<file path="src/rtl/cobs_pkg.sv">
// Shared constants and types for the COBS receive path.
//   COBS_DELIM       frame delimiter byte
//   COBS_MAX_CODE    code byte for a full 254-byte block with no implied zero
//   cobs_dec_state_t decoder FSM: CODE expects a code byte, DATA is inside a block
package cobs_pkg;

  localparam logic [7:0] COBS_DELIM    = 8'h00;
  localparam logic [7:0] COBS_MAX_CODE = 8'hFF;

  typedef enum logic [0:0] {
    CODE = 1'b0,
    DATA = 1'b1
  } cobs_dec_state_t;

endpackage

</file>
<file path="src/rtl/cobs_decoder.sv">
// Streaming COBS decoder: 0x00-delimited encoded bytes in, decoded AXI-Stream
// frames out, one byte per clock.
//
// Ports
//   clk, rst_n                  clock, synchronous active-low reset
//   s_tdata/s_tvalid/s_tready   encoded byte input
//   m_tdata/m_tvalid/m_tready   decoded byte output
//   m_tlast                     last byte of a frame
//   m_tuser                     frame malformed (valid with m_tlast only)
//   frame_error                 one-cycle pulse per malformed frame
//   frames_ok, frames_err       saturating frame counters
//   dbg_state                   {in_frame, state} for observation
//
// Handshake: a beat transfers on a rising edge where valid && ready. A source
// holds its payload stable and keeps valid high until that edge.
// s_tready = !m_tvalid || m_tready, so every accepted byte can place at most one
// beat into a free or draining output register.
//
// The newest decoded byte waits in a hold register until the next input byte
// shows whether it ends the frame; only then does it move to the output with
// the correct m_tlast.
module cobs_decoder
  import cobs_pkg::*;
#(
  parameter int COUNT_WIDTH = 16
) (
  input  logic                   clk,
  input  logic                   rst_n,
  input  logic [7:0]             s_tdata,
  input  logic                   s_tvalid,
  output logic                   s_tready,
  output logic [7:0]             m_tdata,
  output logic                   m_tvalid,
  input  logic                   m_tready,
  output logic                   m_tlast,
  output logic                   m_tuser,
  output logic                   frame_error,
  output logic [COUNT_WIDTH-1:0] frames_ok,
  output logic [COUNT_WIDTH-1:0] frames_err,
  output logic [1:0]             dbg_state
);

  cobs_dec_state_t state, state_d;
  logic [7:0]      count, count_d;
  logic            pend_zero, pend_zero_d;
  logic            in_frame, in_frame_d;
  logic [7:0]      hold_data;
  logic            hold_valid;

  logic            accept;
  logic            is_delim;
  logic            do_insert;
  logic [7:0]      insert_data;
  logic            do_end;
  logic            end_err;

  assign s_tready  = !m_tvalid || m_tready;
  assign accept    = s_tvalid && s_tready;
  assign is_delim  = (s_tdata == COBS_DELIM);
  assign dbg_state = {in_frame, state};

  // Decode of the accepted byte: what to insert into hold, whether the frame
  // ends, and the next FSM values.
  always_comb begin
    state_d     = state;
    count_d     = count;
    pend_zero_d = pend_zero;
    in_frame_d  = in_frame;
    do_insert   = 1'b0;
    insert_data = COBS_DELIM;
    do_end      = 1'b0;
    end_err     = 1'b0;
    if (accept) begin
      case (state)
        CODE: begin
          if (is_delim) begin
            // The zero implied by the last block is the frame terminator itself.
            do_end      = 1'b1;
            pend_zero_d = 1'b0;
            in_frame_d  = 1'b0;
          end else begin
            do_insert   = pend_zero;
            insert_data = COBS_DELIM;
            count_d     = s_tdata - 8'd1;
            pend_zero_d = (s_tdata != COBS_MAX_CODE);
            in_frame_d  = 1'b1;
            state_d     = (s_tdata > 8'd1) ? DATA : CODE;
          end
        end
        DATA: begin
          if (is_delim) begin
            // Delimiter inside a block: the frame is truncated.
            do_end      = 1'b1;
            end_err     = 1'b1;
            pend_zero_d = 1'b0;
            in_frame_d  = 1'b0;
            count_d     = 8'd0;
            state_d     = CODE;
          end else begin
            do_insert   = 1'b1;
            insert_data = s_tdata;
            count_d     = count - 8'd1;
            if (count == 8'd1) state_d = CODE;
          end
        end
        default: state_d = CODE;
      endcase
    end
  end

  always_ff @(posedge clk) begin
    if (!rst_n) begin
      state       <= CODE;
      count       <= 8'd0;
      pend_zero   <= 1'b0;
      in_frame    <= 1'b0;
      hold_data   <= 8'd0;
      hold_valid  <= 1'b0;
      m_tdata     <= 8'd0;
      m_tvalid    <= 1'b0;
      m_tlast     <= 1'b0;
      m_tuser     <= 1'b0;
      frame_error <= 1'b0;
      frames_ok   <= '0;
      frames_err  <= '0;
    end else begin
      state       <= state_d;
      count       <= count_d;
      pend_zero   <= pend_zero_d;
      in_frame    <= in_frame_d;
      frame_error <= end_err;

      if (m_tready) m_tvalid <= 1'b0;

      // Insertion pushes the previous held byte out as a non-final beat.
      if (do_insert) begin
        if (hold_valid) begin
          m_tvalid <= 1'b1;
          m_tdata  <= hold_data;
          m_tlast  <= 1'b0;
          m_tuser  <= 1'b0;
        end
        hold_data  <= insert_data;
        hold_valid <= 1'b1;
      end

      // Frame end flushes hold as the final beat; an empty hold emits nothing.
      if (do_end) begin
        if (hold_valid) begin
          m_tvalid   <= 1'b1;
          m_tdata    <= hold_data;
          m_tlast    <= 1'b1;
          m_tuser    <= end_err;
          hold_valid <= 1'b0;
        end
        if (end_err) begin
          if (frames_err != '1) frames_err <= frames_err + 1'b1;
        end else if (hold_valid) begin
          if (frames_ok != '1) frames_ok <= frames_ok + 1'b1;
        end
      end
    end
  end

endmodule

</file>
<file path="config.mk">
export PLATFORM = sky130hd
export DESIGN_NAME = cobs_decoder
export DESIGN_NICKNAME = d
export VERILOG_FILES = /design/src/rtl/cobs_pkg.sv /design/src/rtl/cobs_decoder.sv
export SDC_FILE = /design/constraint.sdc
export NUM_CORES = 1
export LEC_CHECK = 0
export BUFFER_PORTS_ARGS = -buffer_cell sky130_fd_sc_hd__buf_2
export CAP_MARGIN = 20
export CORE_MARGIN = 1
export CORE_UTILIZATION = 47
export CTS_CLUSTER_DIAMETER = 120
export CTS_CLUSTER_SIZE = 28
export DETAILED_ROUTE_END_ITERATION = 8
export GPL_TIMING_DRIVEN = 0
export PLACE_DENSITY = 0.69
export RECOVER_POWER = 50
export SYNTH_ARGS = -nofsm -noshare
export SYNTH_HDL_FRONTEND = slang
export SYNTH_SLANG_ARGS = --single-unit
</file>
<file path="constraint.sdc">
create_clock -name clk -period 3.45 [get_ports clk]
set_input_delay 0.69 -clock clk [delete_from_list [all_inputs] [get_ports clk]]
set_output_delay 0.69 -clock clk [all_outputs]
set_load 0.005 [all_outputs]
</file>
==> results.md <==
| Stage | Item | This run |
|---|---|---|
| floorplan | Die area | 6970 sq um |
| timing | Worst rel slew slack | 52.1% |
| yosys | Most frequent cells after synthesis | dfxtp_1, o21ai_0, nor2_1 |
| power and ir drop | Leakage | 1.35 nW |
| setup path | Crit path max fanout | 10 |
| yosys | Top-area cell type share of the netlist area | 41.0% |
| floorplan | Core ar. | 6390 sq um |
| timing | Slew Viols, Final | 0 |
| cells and area | Diode insertion count for antenna repair | 0 |
| routing | Wire length after detailed routing | 7590 microns |
| floorplan | Die Ht | 83.5 microns |
| timing | TNS Setup | 0 ns |
| cts | Cts bufs inserted | 9 |
| yosys | Post-synthesis instance total | 377 |
| yosys | Post-synthesis cell area | 3120 sq um |
| routing | DRT antenna net count | 0 |
| yosys | Share of async-settable or async-resettable flops after synthesis | 0% |
| routing | Via density | 5.78 |
| routing | Avg WL per Cell | 14.4 microns |
| cells and area | Final Cell Area | 3710 sq um |
| yosys | Largest area contributor in the netlist | dfxtp_1 |
| cts | Clock slew seen by the registers of the worst setup and hold paths | 0.07 ns |
| floorplan | Horizontal die dimension | 83.5 microns |
| global route | Largest net degree at the start of global routing | 13 |
| power and ir drop | Power per standard cell area | 439 nW/um^2 |
| yosys | Most used DFF post-synth | dfxtp_1 |
| timing | Slew at the pin closest to its max-slew limit | 0.715 ns |
| status | Outcome | finished, final reports clean |
| cells and area | Final Util | 58.1% |
| timing | Time the final worst path needs with I/O delays and setup | 2.99 ns |
| yosys | Count leader, synth | dfxtp_1 |
| cells and area | Footprint of the multi-input gates | 1680 sq um |
| cts | CTS tree | yes |
| timing | Final count of hold timing violations | 0 |
| setup path | Arr. time, crit path | 3.26 ns |
| place | Post-detailed-placement cell area | 3500 sq um |
| timing | Maximum clock rate | 334 MHz |
| setup path | Kind of critical path | input pin to flop |
| setup path | Critical Path Sink Type | flop |
| place | I/O Buffers | 56 |
| cells and area | Fillcell total | 626 |
| timing | Total setup violations reported at the end of the flow | 0 |
| place | Post-detailed-placement half-perimeter wirelength | 5420 microns |
| timing | Final Skew | 0.00898 ns |
| yosys | Number of enable-type register cells in the synthesized netlist | 0 |
| place | Routability Congestion | 0.855 |
| routing | Total via count after detailed routing | 3045 |
| floorplan | Row cnt | 29 |
| cts | Worst skew pair latency | 0.33 ns |
| flow run | Max-capacitance violation count | 0 |
| global route | First-pass GRT wire length | 12700 microns |
| timing | Ratio of final minimum period to clock period | 86.7% |
| routing | Detailed-route DRC error count | 0 |
| cts | Number of levels the H-tree was split into | 3 |
| floorplan | Number of placed I/O pins | 59 |
| yosys | Top cells by area in the synthesized netlist | dfxtp_1, o21ai_0, a21oi_1 |
| cts | Post CTS Setup Buffer Count | 0 |
| min path | Hold/Removal Path Class | flop to flop |
| cells and area | Register area | 1280 sq um |
| yosys | Yosys reg bits | 64 |
| global route | Total Routing Usage GR | 22.4% |
| power and ir drop | Peak supply drop | 0.000359 V |
| cells and area | Ratio of cells with drive above 1 in the final layout | 16.4% |
| yosys | Yosys cell types | 52 |
| floorplan | Initial Util | 48.9% |
| yosys | Net Count, Synth | 396 |
| routing | Number of detailed-route iterations in the first pass | 4 |
| yosys | Sequential area share after synthesis | 41.0% |
| routing | Violation count after the first detailed-route iteration | 127 |
| global route | Antenna violations before repair | 0 |
| cts | Number of sinks handled by clock tree synthesis | 64 |
| setup path | Category of the worst setup path launch point | input pin |
| timing | Unrepaired setup endpoints after global routing | false |
| cts | Root cell of the clock tree | clkbuf_8 |
| cells and area | Number of nets in the finished design | 464 |
| cts | Post-CTS Resized | 0 |
| cts | Clock buffer depth | 2 |
| setup path | Data required time of the worst path | 3.71 ns |
| global route | Vias in the first global route | 2759 |
| cells and area | Synth-to-layout area growth | 18.8% |
| yosys | Average cell area after synthesis | 8.28 sq um |
| cts | CTS hold repair buffers | 0 |
| global route | Final global-route overflow total | 0 |
| yosys | Synth warnings | 0 |
==> cells by family (layout without fill, tap and decap cells) <==
| group | after synthesis | after routing | share of synthesized area [%] |
|---|---|---|---|
| buffers and inverters | 36 | 109 | 5.09 |
| AO/OA/AOI/OAI | 99 | 99 | 19.7 |
| flip-flops | 64 | 64 | 41.0 |
| adder cells (fa/ha/maj) | 7 | 7 | 2.80 |
| XOR/XNOR | 10 | 10 | 2.80 |
| multiplexers | 6 | 6 | 1.92 |
| AND/OR/NAND/NOR | 155 | 155 | 26.7 |
==> cells in the final DEF (no fill, tap or decap), drive strengths merged, types with 4 or more instances in the layout <==
cell type	synthesis	final
nand3	25	25
a32o	5	5
or4	11	11
nand2	29	29
o31ai	7	7
dfxtp	64	64
o21ai	35	35
or3	17	17
or2	4	4
inv	12	12
mux2i	6	6
buf	7	52
nor2	30	30
ha	7	7
a21oi	26	26
clkbuf	16	37
xnor2	7	7
a22oi	8	8
nor4	7	7
nor3	6	6
nand4	8	8
==> power breakdown <==
group | total (mW) | switching (mW) | internal (mW)
clock | 0.709 | 0.303 | 0.406
sequential | 0.770 | 0.0137 | 0.756
combinational | 0.150 | 0.0919 | 0.0579
total | 1.63 | 0.408 | 1.22
==> through the flow <==
step | setup slack, ns | hold slack [ns] | power [mW] | cells
global route | 0.283 | 0.493 | 1.69 | 527
floorplan | 0.653 | 0.436 | 0.888 | 377
detailed placement | 0.250 | 0.458 | 0.934 | 510
global placement | 0.307 | 0.455 | 0.933 | 510
CTS | 0.611 | 0.471 | 1.65 | 526
finish | 0.458 | 0.467 | 1.63 | 527
==> critical path, cell delays in order <==
cell and delay [ns]:
clkbuf_1 0.17, inv_1 0.14, ha_1 0.21, or3b_2 0.52, or2_0 0.34, or3_4 0.46, buf_6 0.15, nor4_1 0.34
mux2i_1 0.23
==> layout make-up <==
type                            instances  area share (%)
Sequential cell                        64            34.5
Multi-Input combinational cell        277            45.3
Clock inverter                          7            2.60
Clock buffer                            9            3.34
Timing Repair Buffer                   57            7.32
Tap cell                               77            2.60
Inverter                               13            1.32
Buffer                                 23            2.97
==> worst paths after layout <==
check | endpoint | cells past startpoint | slack [ns] | from
setup / recovery | frames_err[13]$_SDFFE_PN0P_ | 9 | 0.46 | s_tdata[0]
setup reg to reg | frames_ok[1]$_SDFFE_PN0P_ | 7 | 0.87 | frames_ok[0]$_SDFFE_PN0P_
hold / removal | flop | 2 | 0.47 | hold_data[1]$_SDFFE_PN0P_
hold reg to reg | flop | 2 | 0.47 | hold_data[1]$_SDFFE_PN0P_
==> metal layers <==
| layer | vias to the layer above | wire (microns) | GRT usage (%) |
|---|---|---|---|
| li1 | 1530 | - | - |
| met1 | 1428 | 3630 | 29.1 |
| met2 | 85 | 3560 | 37.6 |
| met3 | 2 | 359 | 4.55 |
| met4 | 0 | 43 | 6.47 |
| met5 | - | 0 | 0 |
No activity file was read; power rests on OpenSTA's default activity.
